==> src/rtl/pipeline_ctrl.sv <==
// Hazard/sequencing controller for the 5-stage pipeline: PC and latch enable/flush generation.
// Latency: zero cycles; all controls are combinational from state and the hazards visible this cycle.
// Backpressure: a data-memory miss freezes PC..EX/MEM and bubbles WB until dhit; halt freezes all.
// Optional build macro PIPE_CTRL_PERF_EN adds saturating stall_cnt / flush_cnt outputs.
module pipeline_ctrl (
    input  logic       CLK,
    input  logic       nRST,
    input  logic       ihit,
    input  logic       dhit,
    input  logic       exmem_dreq,
    input  logic       idex_dREN,
    input  logic [4:0] idex_rt,
    input  logic [4:0] ifid_rs,
    input  logic [4:0] ifid_rt,
    input  logic       ex_br_taken,
    input  logic       id_jump,
    input  logic       memwb_halt,
    output logic       pc_en,
    output logic       ifid_en,
    output logic       idex_en,
    output logic       exmem_en,
    output logic       memwb_en,
    output logic       ifid_flush,
    output logic       idex_flush,
    output logic       exmem_flush,
    output logic       memwb_flush,
    output logic       halted
`ifdef PIPE_CTRL_PERF_EN
    ,
    output logic [31:0] stall_cnt,
    output logic [31:0] flush_cnt
`endif
);

    typedef enum logic [1:0] {
        RUN     = 2'd0,
        MEMWAIT = 2'd1,
        HALTED  = 2'd2
    } state_t;

    state_t r_state;
    state_t w_next_state;

    logic w_dmiss;
    logic w_load_use;
    logic w_mem_stall;

    // A data access in EX/MEM that has not completed this cycle
    assign w_dmiss = exmem_dreq & ~dhit;

    // Register 0 is hard-wired, so a load targeting it can never create a hazard
    assign w_load_use = idex_dREN & (idex_rt != 5'd0) &
                        ((idex_rt == ifid_rs) | (idex_rt == ifid_rt));

    // While waiting in MEMWAIT the EX/MEM latch is frozen, so only dhit matters
    assign w_mem_stall = ((r_state == RUN) & w_dmiss) |
                         ((r_state == MEMWAIT) & ~dhit);

    // State register: async reset returns to RUN from anywhere, including mid-miss
    always_ff @(posedge CLK or negedge nRST) begin
        if (!nRST) begin
            r_state <= RUN;
        end else begin
            r_state <= w_next_state;
        end
    end

    // Next-state: miss entry/exit; halt from WB overrides everything and is sticky
    always_comb begin
        w_next_state = r_state;
        case (r_state)
            RUN:     if (w_dmiss) w_next_state = MEMWAIT;
            MEMWAIT: if (dhit)    w_next_state = RUN;
            HALTED:  w_next_state = HALTED;
            default: w_next_state = RUN;
        endcase
        if (memwb_halt) begin
            w_next_state = HALTED;
        end
    end

    // Output decode: memory stall, then branch, load-use, jump, fetch miss, in priority order
    always_comb begin
        pc_en       = 1'b0;
        ifid_en     = 1'b0;
        idex_en     = 1'b0;
        exmem_en    = 1'b0;
        memwb_en    = 1'b0;
        ifid_flush  = 1'b0;
        idex_flush  = 1'b0;
        exmem_flush = 1'b0;
        memwb_flush = 1'b0;
        halted      = 1'b0;
        if (nRST) begin
            case (r_state)
                RUN, MEMWAIT: begin
                    if (w_mem_stall) begin
                        // Bubble into WB so the frozen MEM instruction is not written back twice
                        memwb_en    = 1'b1;
                        memwb_flush = 1'b1;
                    end else begin
                        pc_en    = 1'b1;
                        ifid_en  = 1'b1;
                        idex_en  = 1'b1;
                        exmem_en = 1'b1;
                        memwb_en = 1'b1;
                        if (ex_br_taken) begin
                            ifid_flush = 1'b1;
                            idex_flush = 1'b1;
                        end else if (w_load_use) begin
                            // Hold the consumer in ID and slip one bubble into EX
                            pc_en      = 1'b0;
                            ifid_en    = 1'b0;
                            idex_flush = 1'b1;
                        end else if (id_jump) begin
                            ifid_flush = 1'b1;
                        end else if (!ihit) begin
                            pc_en      = 1'b0;
                            ifid_flush = 1'b1;
                        end
                    end
                end
                HALTED: begin
                    halted = 1'b1;
                end
                default: begin
                    halted = 1'b0;
                end
            endcase
        end
    end

`ifdef PIPE_CTRL_PERF_EN
    logic w_any_flush;
    assign w_any_flush = ifid_flush | idex_flush | exmem_flush | memwb_flush;

    // Saturating stall/flush counters, frozen once the pipeline has halted
    always_ff @(posedge CLK or negedge nRST) begin
        if (!nRST) begin
            stall_cnt <= 32'd0;
            flush_cnt <= 32'd0;
        end else if (r_state != HALTED) begin
            if (!pc_en && (stall_cnt != 32'hFFFF_FFFF)) begin
                stall_cnt <= stall_cnt + 32'd1;
            end
            if (w_any_flush && (flush_cnt != 32'hFFFF_FFFF)) begin
                flush_cnt <= flush_cnt + 32'd1;
            end
        end
    end
`endif

endmodule

==> config.mk <==
export PLATFORM = sky130hd
export DESIGN_NAME = pipeline_ctrl
export DESIGN_NICKNAME = d
export VERILOG_FILES = /design/src/rtl/pipeline_ctrl.sv
export SDC_FILE = /design/constraint.sdc
export NUM_CORES = 1
export LEC_CHECK = 0
export BUFFER_PORTS_ARGS = -buffer_cell sky130_fd_sc_hd__buf_4
export CORE_AREA = 2 2 39 41
export CTS_CLUSTER_DIAMETER = 100
export DETAILED_ROUTE_END_ITERATION = 10
export DIE_AREA = 0 0 41 43
export GPL_TIMING_DRIVEN = 0
export PLACE_DENSITY = 0.62
export SLEW_MARGIN = 5
export SYNTH_ARGS = -nofsm -noshare
export SYNTH_HDL_FRONTEND = slang
export SYNTH_SLANG_ARGS = --single-unit
==> constraint.sdc <==
create_clock -name CLK -period 1.1 [get_ports CLK]
set_input_delay 0.11 -clock CLK [delete_from_list [all_inputs] [get_ports CLK]]
set_output_delay 0.11 -clock CLK [all_outputs]
set_load 0.03 [all_outputs]
Word-level counts from Yosys, hierarchy flattened

Cells that the tools add are included.

Add/subtract/negate cells: 0
$mul: 0
Div/mod/pow operators: 0
Magnitude comparators: 0
Equality and inequality tests: 6
Shift operators: 0
Mux-type cells: 38
Bitwise logic cells: 8
Reductions and logical operators: 4

Operator list:

| kind                                                            | count |
|---|---|
| 1-bit 2-to-1 mux                                                | 34 |
| 5-bit == test                                                   | 2 |
| 2-bit 2-to-1 mux                                                | 3 |
| 3-bit inequality test, second input constant                    | 2 |
| 2-bit case mux with 3 select lines                              | 1 |
| 1-bit bitwise AND                                               | 5 |
| 5-bit nonzero test                                              | 1 |
| 2-bit by 1-bit == test with 1-bit output, second input constant | 1 |
| 2-bit == test, second input constant                            | 1 |
| 2-bit logical NOT                                               | 1 |
| 1-bit OR                                                        | 2 |
| 2-bit AND reduction                                             | 1 |
| 2-bit OR reduction                                              | 1 |
| 1-bit inverter                                                  | 1 |

Flip-flop bits (word level): 2
Bits in latches: 0
Bits in writable memories: 0
Memory bits (read-only): 0
Memories: 0

Logic depth before layout (Yosys ltp)

Gate-level depths: netlist of run 1.

Depth after elaboration: 8
Depth in mapped cells: 5

Worst setup path after synthesis of run 1

Ideal clock, no wire load.

Path kind: reg-to-output
Start point: register r_state[1]
End point: output port ifid_flush
Data arrival time: 2.039 ns
Required time: 0.990 ns
Path slack: -1.049 ns
Cell stages (with the launch flop): 5
Buffers on the path: 0
Cell sequence: dfrtp_1 nor2b_1 and2_0 o21ai_0 nor2_1

Longest elaborated chain between the ends: 6
Elaborated cells between the ends (all ways): 9
Classes of those cells: eq/ne: 1; mux: 3; bitwise: 3; reduce/logical: 2

RTL lines:

| what                                                                                 | line       | source |
|---|---|---|
| start: declaration                                                                   | 41         | `state_t r_state;` |
| start signal: assignment                                                             | 64         | `r_state <= w_next_state;` |
| 2-bit by 1-bit == test with 1-bit output / 2-bit logical NOT (equally long branches) | 57, 95, 56 |  |
| 1-bit bitwise AND (on tied branches)                                                 | 57, 56     |  |
| 1-bit OR                                                                             | 56         | `assign w_mem_stall = ((r_state == RUN) & w_dmiss) \|` |
| 1-bit 2-to-1 mux                                                                     | 97         | `if (w_mem_stall) begin` |
| 1-bit 2-to-1 mux (*)                                                                 | 95         | `case (r_state)` |
| 1-bit 2-to-1 mux (*)                                                                 | 94         | `if (nRST) begin` |
| end: declaration                                                                     | 23         | `output logic ifid_flush,` |

Mark *: on every way between the ends. The rest lies on a longest branch, timed or not.

Worst setup path after layout of run 1

Start point: input port idex_rt[4]
End point: output port ifid_flush

Longest elaborated chain between the ends: 8
Elaborated cells between the ends (all ways): 11
Classes of those cells: eq/ne: 2; mux: 5; bitwise: 3; reduce/logical: 1

RTL lines:

| what                                                       | line   | source |
|---|---|---|
| start: declaration                                         | 12     | `input logic [4:0] idex_rt,` |
| 5-bit == test / 5-bit nonzero test (equally long branches) | 53, 52 |  |
| 1-bit OR / 1-bit bitwise AND (equally long branches)       | 53, 52 |  |
| 1-bit bitwise AND (*)                                      | 52     | `assign w_load_use = idex_dREN & (idex_rt != 5'd0) &` |
| 1-bit 2-to-1 mux (*)                                       | 110    | `end else if (w_load_use) begin` |
| 1-bit 2-to-1 mux (*)                                       | 107    | `if (ex_br_taken) begin` |
| 1-bit 2-to-1 mux (*)                                       | 97     |  |
| 1-bit 2-to-1 mux (*)                                       | 95     |  |
| 1-bit 2-to-1 mux (*)                                       | 94     |  |

Marked as above.

==> summary.txt, run 1 <==
Power and ir drop
  • Peak VDD IR: 0.394 mV
  • Static leakage: 0.381 nW
  • PwrDens: 507 nW/um2
  • Overall Power: 417 uW

Clock network
  • CTS tree: done
  • CTS root buffer: clkbuf_4
  • Clk buf depth: 2
  • Clock-pin slew on the worst setup and hold paths: 0.03 ns
  • CTS sink cnt: 2
  • CTS HTree Levels: 1
  • CTS Buf Count: 3
  • Skew-Pair Late Insertion Delay: 0.22 ns

Yosys
  • Commonest cells in the netlist: 10 x xor2_1, 5 x nor2_1, 4 x nor3_1
  • Syn nets: 63
  • Post-synthesis cell type count: 20
  • Synth Instances: 39
  • Yosys synthesis warning count: 0
  • Async set-or-reset flop fraction in the synthesized netlist: 1.00
  • Post-synth EDFFs: 0
  • Seq/Total Area, Yosys: 0.169
  • Top cell type's share of synthesized area: 0.295
  • Synthesized flop and latch total: 2
  • Cell taking the most area after synthesis: xor2_1
  • Count leader, synth: xor2_1
  • Ys flop type: dfrtp_1
  • Avg Cell Area, Syn: 7.60 um2
  • Synth Cell Area: 297 um2
  • Synth top area cells: xor2_1 30%, dfrtp_1 17%, nor3_1 6.8%

Worst setup path
  • Setup crit start kind: input pin
  • Top Family by Delay on Critical Path: simple AND/OR/NAND/NOR gates
  • CP Cell Sequence: buf_8 -> or4_4 -> o21ai_4 -> nor3_4 -> buf_6 -> nor2_4 -> buf_6
  • Slowest cell delay on critical path: 0.54 ns
  • Reg2reg start: r_state[0]
  • Cell count along the critical path: 7
  • R2r worst-path depth: 5
  • WP data required: 0.99 ns
  • Crit Path Class: in2out
  • Worst Setup EP: ifid_flush
  • Critical Path End Type: output pin
  • Critical Path Fanout Max: 3
  • Buf/Inv on CP: 3
  • Worst R2R Setup Slack: 0.09 ns
  • CP max-delay cell: or4_4
  • CP Data Arrival Time: 1.34 ns
  • RR Endpoint: r_state[0]
  • Most used cell, CP: buf_6
  • Worst Setup SP: idex_rt[4]

Global routing
  • Grt ovf: 0
  • Pin count of the biggest net entering global routing: 7
  • Vias in the first global route: 425
  • Overall routing resource usage: 0.130
  • First-pass GRT wire length: 1590 um
  • Initial antenna violation count: 0

Finish
  • P&R area growth vs syn: 177%
  • Non-Filler Instances: 101
  • Layout cells sized above 1: 0.765
  • Max reg flops: 2
  • Largest registers: r_state x2
  • Reg with most FFs: r_state
  • Number of fill cells: 132
  • N_diodes: 0
  • Nets: 111

Timing
  • Setup Viol. Count Final: 8
  • Period utilisation layout: 1.32
  • Sum Neg Setup Slack: -2.03 ns
  • Slew Viols, Final: 0
  • Fmax: 690 MHz
  • WHS: 0.0557 ns
  • Unrepaired setup endpoints after global routing: yes
  • Final Hold Fails: 0
  • Setup ws final: -0.348 ns
  • Fin crit period: 1.45 ns
  • Final Skew: 0.000871 ns

Placement
  • Worst slack at placement: -0.471 ns
  • IO Port Bufs: 32
  • Hpwl dp: 780 um
  • RePlAce Congestion: 0.740
  • Post-placement cell count: 87

Routing
  • DR vias/cell: 4.40
  • Vias: 444
  • DRC: 0
  • Routed Antenna Nets: 0
  • DRT Pass-1 Iters: 2
  • Initial DRC Count: 1
  • Routed wire length: 1160 um
  • Drt wl/cell: 11.5 um

Die
  • Vert. Die Dim: 43 um
  • Core area: 1380 um2
  • Die X: 41 um
  • I/O pins: 34
  • Starting Density: 0.214
  • Num rows: 14
  • DIE AREA: 1760 um2

Status
  • Failing checks: negative setup slack
  • Status: finished with violations

Flow run
  • Max cap viols: 0

Min path
  • HP Class: in2reg
## cell type report
type	instances	area [um2]	share of cell area
inverters	1	3.75	0.00457
well taps	16	20.0	0.0244
clock buffers	3	22.5	0.0274
plain buffers	2	18.8	0.0228
multi-input cells	34	325	0.396
flip-flops and latches	2	50.0	0.0609
repair buffers	43	382	0.464
## routing by layer
layer	vias to the layer above	routed length (um)	global-route usage
met5	-	0	0
met3	2	61	0.0157
met2	16	714	0.247
met4	0	12	0.0733
li1	223	-	-
met1	203	368	0.116
## stage by stage
step / instance area (um2) / utilization
2_1_floorplan: 343 / -
3_3_place_gp: 603 / 0.436
3_5_place_dp: 603 / 0.436
4_1_cts: 738 / 0.533
5_1_grt: 822 / 0.594
6_report: 822 / 0.594
## worst min path at each step
stage	startpoint	to	slack [ns]	cells past startpoint
final	memwb_halt	r_state[0]	0.06	2
after global routing	memwb_halt	r_state[0]	0.06	2
after CTS	memwb_halt	r_state[0]	0.05	2
after detailed placement	nRST	r_state[1]	-0.09	1
after global placement	nRST	r_state[0]	-0.09	1
after floorplan	nRST	r_state[0]	-0.19	0
## power by group
part | switching, mW | internal [mW] | total, mW | leakage (nW)
clock network | 0.0326 | 0.119 | 0.152 | 0.0138
logic | 0.0782 | 0.112 | 0.191 | 0.344
registers | 0.00000000000189 | 0.0742 | 0.0742 | 0.0227
total | 0.111 | 0.306 | 0.417 | 0.381
## cells by family (layout without fill, tap and decap cells)
family,Yosys count,in the layout,share of synthesized area
flops,2,2,0.169
xor+xnor,10,10,0.295
buf+inv,3,49,0.0633
compound gates,7,7,0.173
simple gates,16,16,0.287
other cells,1,1,0.0126
## layout by cell type, fill, tap and decap left out, types with 2 or more instances in the layout
master,Yosys,routed
buf_4,2,30
buf_6,0,12
buf_8,0,2
clkbuf_4,0,3
dfrtp_1,2,2
nor2_1,5,3
nor2_4,0,2
nor2b_4,0,2
nor3_2,0,3
xor2_1,10,10
## timing repair
item                       CTS  global route
hold endpoints to repair     2             0
setup endpoints to repair    8             8
setup buffers                5             6
hold buffers                 1             0
pin swaps                    5             7
cloned                       0             0
resized for setup           15            12
## worst reg2reg max path, delay by kind of cell (launching register included)
family / cells / cell delay [ns]
simple gates: 1 / 0.03
buf+inv: 3 / 0.32
compound gates: 1 / 0.17
flops: 1 / 0.38
(Power assumes the default switching activity.)
==> run 2, diff against run 1 <==
--- a/config.mk
+++ b/config.mk
@@ -12,6 +12,7 @@
 export DIE_AREA = 0 0 41 43
 export GPL_TIMING_DRIVEN = 0
 export PLACE_DENSITY = 0.62
+export SKIP_CTS_REPAIR_TIMING = 1
 export SLEW_MARGIN = 5
 export SYNTH_ARGS = -nofsm -noshare
 export SYNTH_HDL_FRONTEND = slang
==> run 2 against run 1 <==
Compared with the run above: the flow still finishes with violations (negative setup slack); critical path depth is 1 lower; via count is 6.1% lower; final area is 6.5% lower; register-to-register slack better by 0.18 ns; critical endpoint is now idex_flush; largest power group unchanged.
==> summary.txt, run 2 (synthesis gave the netlist of run 1 again) <==
Routing
  • Routed wire length: 1060 um (was 1160 um)
  • Initial DRC Count: 2 (was 1)
  • Routed Antenna Nets: 0 (unchanged)
  • Vias: 417 (was 444)
  • Drt wl/cell: 11.4 um (was 11.5 um)
  • DR vias/cell: 4.48 (was 4.40)
  • DRT Pass-1 Iters: 2 (unchanged)
  • DRC: 0 (unchanged)

Power and ir drop
  • Peak VDD IR: 0.554 mV (was 0.394 mV)
  • PwrDens: 546 nW/um2 (was 507 nW/um2)
  • Static leakage: 0.345 nW (was 0.381 nW)
  • Overall Power: 419 uW (was 417 uW)

Global routing
  • Grt ovf: 0 (unchanged)
  • Vias in the first global route: 374 (was 425)
  • Initial antenna violation count: 0 (unchanged)
  • First-pass GRT wire length: 1360 um (was 1590 um)
  • Overall routing resource usage: 0.112 (was 0.130)
  • Pin count of the biggest net entering global routing: 7 (unchanged)

Worst setup path
  • Cell count along the critical path: 6 (was 7)
  • Setup crit start kind: input pin (unchanged)
  • Buf/Inv on CP: 2 (was 3)
  • Top Family by Delay on Critical Path: simple AND/OR/NAND/NOR gates (unchanged)
  • R2r worst-path depth: 3 (was 5)
  • WP data required: 0.99 ns (about the same)
  • Crit Path Class: in2out (unchanged)
  • CP Data Arrival Time: 1.34 ns (about the same)
  • Slowest cell delay on critical path: 0.54 ns (about the same)
  • Critical Path End Type: output pin (unchanged)
  • Critical Path Fanout Max: 3 (unchanged)
  • CP Cell Sequence: buf_8 -> or4_4 -> o21ai_4 -> nor2_1 -> o21a_1 -> buf_6 (was buf_8 -> or4_4 -> o21ai_4 -> nor3_4 -> buf_6 -> nor2_4 -> buf_6)
  • CP max-delay cell: or4_4 (unchanged)

Die
  • Core area: 1380 um2 (unchanged)
  • Die X: 41 um (unchanged)
  • Num rows: 14 (unchanged)
  • I/O pins: 34 (unchanged)
  • Starting Density: 0.214 (unchanged)
  • DIE AREA: 1760 um2 (unchanged)
  • Vert. Die Dim: 43 um (unchanged)

Placement
  • RePlAce Congestion: 0.740 (unchanged)
  • Hpwl dp: 780 um (unchanged)
  • Placed inst area: 603 um2 (unchanged)
  • IO Port Bufs: 32 (unchanged)
  • Worst slack at placement: -0.471 ns (unchanged)

Clock network
  • CTS HTree Levels: 1 (unchanged)
  • CTS tree: done (unchanged)
  • Clk buf depth: 2 (unchanged)
  • Clock-pin slew on the worst setup and hold paths: 0.03 ns (about the same)
  • CTS sink cnt: 2 (unchanged)
  • Skew-Pair Late Insertion Delay: 0.22 ns (about the same)
  • CTS Buf Count: 3 (unchanged)
  • CTS root buffer: clkbuf_4 (unchanged)

Timing
  • Slew Viols, Final: 0 (unchanged)
  • Final Hold Fails: 0 (unchanged)
  • Unrepaired setup endpoints after global routing: yes (unchanged)
  • Final Skew: 0.00879 ns (was 0.000871 ns)
  • Fmax: 690 MHz (about the same)
  • Sum Neg Setup Slack: -1.78 ns (was -2.03 ns)
  • Setup Viol. Count Final: 8 (unchanged)
  • Fin crit period: 1.45 ns (about the same)
  • Setup ws final: -0.350 ns (was -0.348 ns)
  • Period utilisation layout: 1.32 (about the same)

Finish
  • Largest registers: r_state x2 (unchanged)
  • N_diodes: 0 (unchanged)
  • Layout cells sized above 1: 0.753 (was 0.765)
  • Reg with most FFs: r_state (unchanged)
  • Post-route cell area: 768 um2 (was 822 um2)
  • Commonest non-fill, non-tap cell in the layout: buf_4 (unchanged)
  • P&R area growth vs syn: 159% (was 177%)
  • Max reg flops: 2 (unchanged)
  • Most frequent cells in the layout: 23 x buf_4, 12 x buf_6, 8 x xor2_1 (was 30 x buf_4, 12 x buf_6, 10 x xor2_1)
  • Nets: 103 (was 111)

Min path
  • HP Class: in2reg (unchanged)
  • Hold Path Depth: 2 (unchanged)

Status
  • Failing checks: negative setup slack (unchanged)
  • Status: finished with violations (unchanged)

Flow run
  • Max cap viols: 0 (unchanged)
-- run 2: area by class of cell --
| cell class | count | area, um2 |
|---|---|---|
| inverter | 1 | 3.75 |
| tap | 16 | 20.0 |
| buffer | 2 | 18.8 |
| timing repair buffer | 35 | 314 |
| fill | 140 | 616 |
| multi-input combinational | 34 | 338 |
| sequential | 2 | 51.3 |
| clock buffer | 3 | 22.5 |
-- run 2: through the flow --
step           std cells   util  hold slack (ns)
3_3_place_gp          87  0.436          -0.0943
2_1_floorplan         39      -           -0.186
3_5_place_dp          87  0.436          -0.0944
6_report              93  0.555           0.0612
4_1_cts               90  0.452           -0.336
5_1_grt               93  0.555           0.0680
-- run 2: final timing paths --
path	start	endpoint	slack (ns)
max in group asynchronous	nRST	r_state[1]	0.74
hold / removal	memwb_halt	r_state[0]	0.06
setup / recovery	idex_rt[4]	idex_flush	-0.35
min in group asynchronous	nRST	r_state[1]	0.23
setup reg to reg	r_state[0]	r_state[0]	0.27
hold reg to reg	r_state[1]	r_state[0]	0.53
-- run 2: worst reg2reg max path, stage by stage, from the launching register on --
cell and delay (ns):
dfrtp_1 0.39, o21bai_2 0.16, buf_4 0.13, nor3_1 0.03
-- run 2: power breakdown --
part / total, mW / internal, mW / switching [mW]
clock: 0.160 / 0.120 / 0.0396
sequential: 0.0741 / 0.0741 / 0.00000000000259
combinational: 0.185 / 0.107 / 0.0786
-- run 2: layer usage --
metal	wire length, um	vias to the layer above	global-route usage
li1	-	206	-
met1	321	197	0.106
met2	685	14	0.200
met3	53	0	0.0157
met4	0	0	0.0733
met5	0	-	0
